File: config.mk
export PLATFORM = sky130hd
export DESIGN_NAME = queue_dispatcher
export DESIGN_NICKNAME = d
export VERILOG_FILES = /design/src/rtl/queue_dispatcher.sv
export SDC_FILE = /design/constraint.sdc
export NUM_CORES = 1
export LEC_CHECK = 0
export ABC_CLOCK_PERIOD_IN_PS = 2300
export BUFFER_PORTS_ARGS = -buffer_cell sky130_fd_sc_hd__buf_2
export CAP_MARGIN = 40
export CORE_MARGIN = 8
export CORE_UTILIZATION = 49
export CTS_CLUSTER_SIZE = 14
export DETAILED_ROUTE_END_ITERATION = 10
export PLACE_DENSITY_LB_ADDON = 0.12
export SYNTH_ARGS = -nofsm -noshare
export SYNTH_HDL_FRONTEND = slang
export SYNTH_SLANG_ARGS = --single-unit
File: constraint.sdc
create_clock -name clk -period 2.3 [get_ports clk]
set_input_delay 0.69 -clock clk [delete_from_list [all_inputs] [get_ports clk]]
set_output_delay 0.69 -clock clk [all_outputs]
set_load 0.005 [all_outputs]
File: src/rtl/queue_dispatcher.sv
// Write-side dispatcher: steers a ready/valid word stream into one of
// QUEUE_QUANTITY FIFOs by class field, stalling on almost-full.
module queue_dispatcher #(
  parameter int QUEUE_QUANTITY = 4,
  parameter int DATA_BITS      = 8
) (
  input  logic                      clk,
  input  logic                      rst,
  input  logic                      enb,
  input  logic [DATA_BITS-1:0]      data_in,
  input  logic                      data_valid,
  output logic                      data_ready,
  input  logic [QUEUE_QUANTITY-1:0] buf_almost_full,
  output logic [QUEUE_QUANTITY-1:0] push,
  output logic [DATA_BITS-1:0]      data_out,
  output logic [7:0]                stall_count
);

  localparam int DEST_BITS = $clog2(QUEUE_QUANTITY);
  localparam logic [0:0] S_EMPTY = 1'b0;
  localparam logic [0:0] S_HELD  = 1'b1;
  localparam logic [QUEUE_QUANTITY-1:0] ONE = 1;

  logic [0:0]                state_q, state_d;
  logic [DATA_BITS-1:0]      hold_data_q, hold_data_d;
  logic [QUEUE_QUANTITY-1:0] push_q, push_d;
  logic [DATA_BITS-1:0]      data_out_q, data_out_d;
  logic [7:0]                stall_q, stall_d;

  logic [DEST_BITS-1:0] hold_dest;
  logic hold_valid;
  logic dest_full;
  logic drain;
  logic blocked;
  logic accept;

  assign hold_dest  = hold_data_q[DATA_BITS-1 -: DEST_BITS];
  assign hold_valid = (state_q == S_HELD);
  assign dest_full  = buf_almost_full[hold_dest];
  assign drain      = enb & hold_valid & ~dest_full;
  assign blocked    = enb & hold_valid & dest_full;

  // Gated by rst so the source never sees ready during reset.
  assign data_ready = ~rst & enb & (~hold_valid | drain);
  assign accept     = data_valid & data_ready;

  always_comb begin
    state_d     = state_q;
    hold_data_d = hold_data_q;
    push_d      = '0;
    data_out_d  = data_out_q;
    stall_d     = stall_q;
    unique case (state_q)
      S_EMPTY: if (accept) state_d = S_HELD;
      S_HELD:  if (drain && !accept) state_d = S_EMPTY;
      default: state_d = S_EMPTY;
    endcase
    if (accept) hold_data_d = data_in;
    if (drain) begin
      push_d     = ONE << hold_dest;
      data_out_d = hold_data_q;
    end
    if (blocked && stall_q != 8'hFF) stall_d = stall_q + 8'd1;
  end

  always_ff @(posedge clk or posedge rst) begin
    if (rst) begin
      state_q     <= S_EMPTY;
      hold_data_q <= '0;
      push_q      <= '0;
      data_out_q  <= '0;
      stall_q     <= '0;
    end else begin
      state_q     <= state_d;
      hold_data_q <= hold_data_d;
      push_q      <= push_d;
      data_out_q  <= data_out_d;
      stall_q     <= stall_d;
    end
  end

  assign push        = push_q;
  assign data_out    = data_out_q;
  assign stall_count = stall_q;

endmodule

==> impl_metrics.tcl, run 1 <==
set metrics [dict create \
    root_buffer "clkbuf_4" \
    cts_htree_levels 2 \
    nFillCells 220 \
    synth_xor_area_frac 0.05169 \
    rr_startpoint "hold_data_q[6]" \
    area_growth_pct 28.27 \
    path_class "flip-flop to output pin" \
    synth_top_family_by_area "multiplexers" \
    avgSynthCellArea_um2 13.95 \
    cp-end-kind "output pin" \
    rsz0062_at_grt "yes" \
    first_global_vias 873 \
    drcViolationCount 0 \
    critPathMaxFanout 5 \
    syn_nets 102 \
    required_ps 1610 \
    reg2reg_depth 5 \
    vdd_drop_max_mv 0.6932 \
    slowest_delay_ps 540 \
    num_rows 18 \
    dr.pass1.iters 4 \
    crit_slowest_cell "mux4_2" \
    synth_cell_types 24 \
    num_vias 798 \
    cts-buffers-inserted 5 \
    die_area_mm2 0.004251 \
    status "finished, final reports clean" \
    seq_area_frac_synth 0.6118 \
    fmax_ghz 0.4471 \
    globalplace.congestion 0.7765 \
    max_slew_margin 0.7935 \
    cp.depth 3 \
    setup_viol_count_final 0 \
    muxShareOfSynthArea 0.1709 \
    reg2reg_to "data_out[4]" \
    fin_crit_ps 2236 \
    die_w_um 65.20 \
    ys_ff_latch 29 \
    crit_buf_inv 1 \
    wirelength_um 2226 \
    layout-drive-gt1-share 0.5373 \
    grt_pass1_wl_um 3953 \
    p_total_mw 1.755 \
    cts_tree "done" \
    grt.overflow.total 0 \
    hold_violations 0 \
    yosysWarnings 0 \
    dp_hpwl_um 1758 \
    via_per_inst 4.866 \
    syn_area_mm2 0.001186 \
    setup.worst_path.start_class "flip-flop" \
    critPathTopFamily "multiplexers" \
    cp.arrival_ps 1550 \
    postCtsHoldBufs 0 \
    layout.nets 150 \
    hold_slack_ps 303.0 \
    wl_per_cell_um 13.57 \
    clock_latency_ps 320 \
    core_mm2 0.002387 \
    drt_iter0_markers 10 \
    pin_count 37 \
    diodes 0 \
    p_per_area_mw_per_mm2 1154 \
    setup_tns_ps 0 \
    reg2reg_slack_ps 440 \
    antenna_found_initial 0 \
    p_leak_nw 0.7642 \
    finalCritPeriodShare 0.9724 \
    tightest_slew_ps 309.4 \
    max_cap_violations 0 \
    hp-class "primary input to asynchronous set/reset pin" \
    antenna_left 0 \
    cts_buffer_depth 2 \
    syn-instance-count 85 \
    chipHeight_um 65.20 \
    slew_viol_final 0 \
    initial_core_util 0.4969 \
    yosys.area_share.adder 0.01055 \
    port_buffers 36 \
    cts_sinks 29 \
    synth_compound_area_frac 0.04008 \
    path_cells "mux4_2 -> a21oi_2 -> buf_2" \
    grt_use_total 0.1244 \
    finalClockSkew_ps 5.096 \
    grt_max_degree 22 \
    path_clk_slew_ps 90 \
    synth-simple-area-share 0.09283 \
]
what timing repair did:
action | 4_1_cts | 5_1_grt
pin swaps | 0 | 1
setup buffers | 0 | 1
gates resized for setup | 1 | 0
endpoints found under the setup margin | 1 | 1
cells in the mapped netlist, drive strengths merged:
cell     count  area share
dfrtp       29        0.61
mux2        16        0.15
nand2        5       0.016
inv          4       0.013
nor2         4       0.015
nor3         4       0.017
xor2         4       0.030
nand3        3       0.013
xnor2        3       0.022
a21o         1      0.0063
a21oi        1      0.0074
and2         1      0.0053
and3         1      0.0053
buf          1      0.0095
ha           1       0.011
mux4         1       0.019
nand2b       1      0.0053
nand4        1      0.0053
nor3b        1      0.0063
o2111ai      1       0.022
o21ai        1      0.0042
or3          1      0.0053
area by class of cell:
cell class	instances	area, µm²	share of cell area
clock buffers	7	65.06	0.04276
clock inverters	1	5.005	0.003289
inverters	4	15.01	0.009868
multi-input cells	51	434.2	0.2854
flip-flops and latches	29	726.9	0.4778
well taps	30	37.54	0.02467
repair buffers	42	237.7	0.1562
cell families (layout without fill, tap and decap cells):
kind of cell	Yosys count	after routing
AOI/OAI and AO/OA	4	4
xor gates and xnor gates	7	7
adders and majority gates	1	1
buffers and inverters	5	54
DFF	29	29
muxes	17	17
and+or+nand+nor	22	22
metal layers:
layer	global-route usage	wire, µm	share of wire
met2	0.1870	1089	0.49
met1	0.1326	910	0.41
met3	0.08333	201	0.090
met5	0	0	0
met4	0.05722	24	0.011
stage by stage:
step           utilization  worst slack, ps  instance area, µm²  cells
6_report            0.6373            63.50                1521    164
5_1_grt             0.6373           -28.95                1521    164
4_1_cts             0.6342            5.990                1514    163
3_5_place_dp        0.6043            48.57                1443    155
3_3_place_gp        0.6043            56.69                1443    155
2_1_floorplan            -            181.7                1186     85
cell usage in the layout, fill, tap and decap left out, drive strengths merged:
cell,Yosys,routed
buf,1,42
dfrtp,29,29
mux2,16,16
clkbuf,0,7
nand2,5,5
nor3,4,4
xor2,4,4
nor2,4,4
inv,4,4
nand3,3,3
xnor2,3,3
mux4,1,1
nand2b,1,1
a21oi,1,1
and2,1,1
nor3b,1,1
and3,1,1
a21o,1,1
nand4,1,1
o2111ai,1,1
o21ai,1,1
or3,1,1
ha,1,1
clkinv,0,1
registers in the layout, summed over array words and instances (netlist names):
| signal | flops |
|---|---|
| data_out | 8 |
| hold_data_q | 8 |
| hold_valid | 1 |
| push | 4 |
| stall_count | 8 |
power breakdown:
| part | total, mW | internal [mW] | switching, mW |
|---|---|---|---|
| Sequential | 0.855 | 0.707 | 0.148 |
| Clock | 0.349 | 0.177 | 0.172 |
| Combinational | 0.551 | 0.331 | 0.220 |
| Total | 1.76 | 1.22 | 0.540 |
how the worst max path moves through the flow:
stage          slack (ps)        endpoint                from
4_1_cts                 6      data_ready      hold_data_q[6]
3_3_place_gp           60      data_ready  buf_almost_full[3]
3_5_place_dp           50      data_ready  buf_almost_full[3]
6_report               60      data_ready      hold_data_q[6]
5_1_grt               -30      data_ready      hold_data_q[6]
2_1_floorplan         180  hold_data_q[0]  buf_almost_full[3]
Power figures use the tool's default switching activity.
==> inputs of run 2 (changes only) <==
--- a/config.mk
+++ b/config.mk
@@ -5,11 +5,12 @@
 export SDC_FILE = /design/constraint.sdc
 export NUM_CORES = 1
 export LEC_CHECK = 0
+export ABC_AREA = 1
 export ABC_CLOCK_PERIOD_IN_PS = 2300
 export BUFFER_PORTS_ARGS = -buffer_cell sky130_fd_sc_hd__buf_2
 export CAP_MARGIN = 40
 export CORE_MARGIN = 8
-export CORE_UTILIZATION = 49
+export CORE_UTILIZATION = 50
 export CTS_CLUSTER_SIZE = 14
 export DETAILED_ROUTE_END_ITERATION = 10
 export PLACE_DENSITY_LB_ADDON = 0.12
==> run 2 against run 1 <==
Setup slack improved by 110 ps. Routed wire length up 21%. Flip-flop and latch count is the same. Critical path depth increased by 4. Cell count increased by 34%. Utilization is 0.68 points higher. Area after synthesis up 12%. Fmax up 5.3%. Sequential share of layout area decreased by 2.7 points. Largest cell class unchanged. Largest power group unchanged.
==> impl_metrics.tcl, run 2 <==
set metrics [dict create \
    via_per_inst 4.909 \
    required_ps 1610 \
    utilization 0.6441 \
    cts.repair.resized 0 \
    num_rows 18 \
    synthArstFlopShare 1.000 \
    p_comb_frac 0.330 \
    internal-power_mw 1.096 \
    multi_input_area_um2 536.8 \
    cp-end-kind "output pin" \
    postCtsHoldBufs 0 \
    synth_cell_types 23 \
    cts_htree_levels 2 \
    cts_sinks 29 \
    first_global_vias 1092 \
    ys_ff_latch 29 \
    clockPowerShare 0.201 \
    setup.worst_path.start_class "flip-flop" \
    setup_ws_ps 176.2 \
    vdd_drop_max_mv 0.8082 \
    die_area_mm2 0.004550 \
    cts_tree "done" \
    diodes 0 \
    port_buffers 36 \
    nFillCells 227 \
    core_mm2 0.002500 \
    syn_area_mm2 0.001324 \
    fin_area_mm2 0.001610 \
    placed_cells 211 \
    final_common_cell "nand2_1" \
    use_met1 0.1446 \
    layout-drive-gt1-share 0.3228 \
    place_area_mm2 0.001540 \
    area_growth_pct 21.64 \
    seq_area_frac_synth 0.5482 \
    pin_count 37 \
    finalClockSkew_ps 7.613 \
    pwr-share-seq 0.469 \
    hold_slack_ps 432.3 \
    critPathMaxFanout 6 \
    synthTopCellsByArea "dfrtp_1 (55%), nand2_1 (17%), nand4_1 (3.8%), xnor2_1 (3.3%), nand3_1 (2.6%)" \
    postCtsSetupBuffers 0 \
    tightest_slew_ps 354.1 \
    max_cap_violations 0 \
    layout.nets 205 \
    mostFrequentLayoutCells "nand2_1 (60), buf_2 (36), dfrtp_1 (29), inv_1 (8), nand4_1 (8)" \
    die_w_um 67.46 \
    path_class "flip-flop to output pin" \
    yosysMostFrequentCell "nand2_1" \
    max_slew_margin 0.7640 \
    status "finished, final reports clean" \
    netlist.area_leader.share 0.5482 \
    p_sw_mw 0.6429 \
    path_clk_slew_ps 90 \
    yosys.area.top_type "dfrtp_1" \
    pre_cts_ws_ps 274.2 \
    wl_per_cell_um 12.26 \
    cts_buffer_depth 2 \
    rsz0062_at_grt "no" \
    synth_ff_type "dfrtp_1" \
    antenna_left 0 \
    grt_use_total 0.1348 \
    cp.arrival_ps 1430 \
    chipHeight_um 67.46 \
    num_vias 1075 \
    setup_viol_count_final 0 \
    drcViolationCount 0 \
    clock_latency_ps 320 \
    switching_share 0.3697 \
    dp_hpwl_um 2082 \
    fin_crit_ps 2124 \
    p_per_area_mw_per_mm2 1080 \
    globalplace.congestion 0.7218 \
    antenna_found_initial 0 \
    initial_core_util 0.5295 \
    yosysWarnings 0 \
    synth-edff-count 0 \
    syn_nets 162 \
    p_leak_nw 0.9245 \
    finalCritPeriodShare 0.9234 \
    syn-instance-count 145 \
    setup_tns_ps 0 \
    grt_pass1_wl_um 4643 \
    grt_max_degree 30 \
    dr.pass1.iters 4 \
    grt.overflow.total 0 \
    layout.cells.non_filler 219 \
    fmax_ghz 0.4709 \
    slew_viol_final 0 \
    drt_iter0_markers 46 \
    wirelength_um 2686 \
    cts-buffers-inserted 5 \
    avgSynthCellArea_um2 9.129 \
    hold_violations 0 \
    grtUsageMet2 0.2270 \
    seq_area_um2 725.7 \
    root_buffer "clkbuf_4" \
    grt_use_met3 0.05132 \
    p_total_mw 1.739 \
    ys_top_cells_by_count "nand2_1 (60), dfrtp_1 (29), inv_1 (8), nand4_1 (8), nand3_1 (7)" \
    grt.busiest_layer "met2" \
    hp-class "primary input to asynchronous set/reset pin" \
]
run 2: worst paths after layout:
check                                 end            from  slack [ps]  cells after the start
max                            data_ready  hold_data_q[6]         180                      7
min                           data_out[3]             rst         430                      3
max reg2reg                stall_count[7]  stall_count[0]         670                      8
min reg2reg                   data_out[1]  hold_data_q[1]         470                      2
max in group asynchronous  stall_count[6]             rst        1600                      3
min in group clk              data_out[1]  hold_data_q[1]         470                      2
run 2: per-layer routing:
layer  part of all wire  wire [µm]
met5                  0          0
met4              0.015         40
met3              0.076        203
met2               0.47       1275
met1               0.43       1167
run 2: kinds of logic (layout without fill, tap and decap cells):
kind of cell | Yosys count | in the layout | share of synthesized area
adder cells (fa/ha/maj) | 1 | 1 | 0.009450
AND/OR/NAND/NOR | 90 | 90 | 0.3204
AO/OA/AOI/OAI | 5 | 5 | 0.02930
XOR/XNOR | 7 | 7 | 0.04631
flip-flops | 29 | 29 | 0.5482
buffers and inverters | 13 | 57 | 0.04631
run 2: worst max-delay path, cell delays in order, from the launching register on:
cell and delay [ps]:
dfrtp_1 470, inv_2 90, nand2_1 80, nand3_1 90, nand2_2 100, nand2_4 50, a21boi_1 120, buf_2 130
run 2: cell type report:
class                   instances  area share
well taps                      30     0.02331
inverters                      10     0.02331
clock buffers                   7     0.04040
multi-input cells             103      0.3333
clock inverters                 1    0.003108
flip-flops and latches         29      0.4507
repair buffers                 39      0.1259
run 2: power groups by stage:
| stage | clock, mW | combinational (mW) | sequential, mW |
|---|---|---|---|
| 2_1_floorplan | 0 | 0.394 | 0.814 |
| 3_3_place_gp | 0 | 0.567 | 0.819 |
| 3_5_place_dp | 0 | 0.586 | 0.827 |
| 4_1_cts | 0.356 | 0.589 | 0.818 |
| 5_1_grt | 0.382 | 0.653 | 0.842 |
| 6_report | 0.349 | 0.574 | 0.816 |
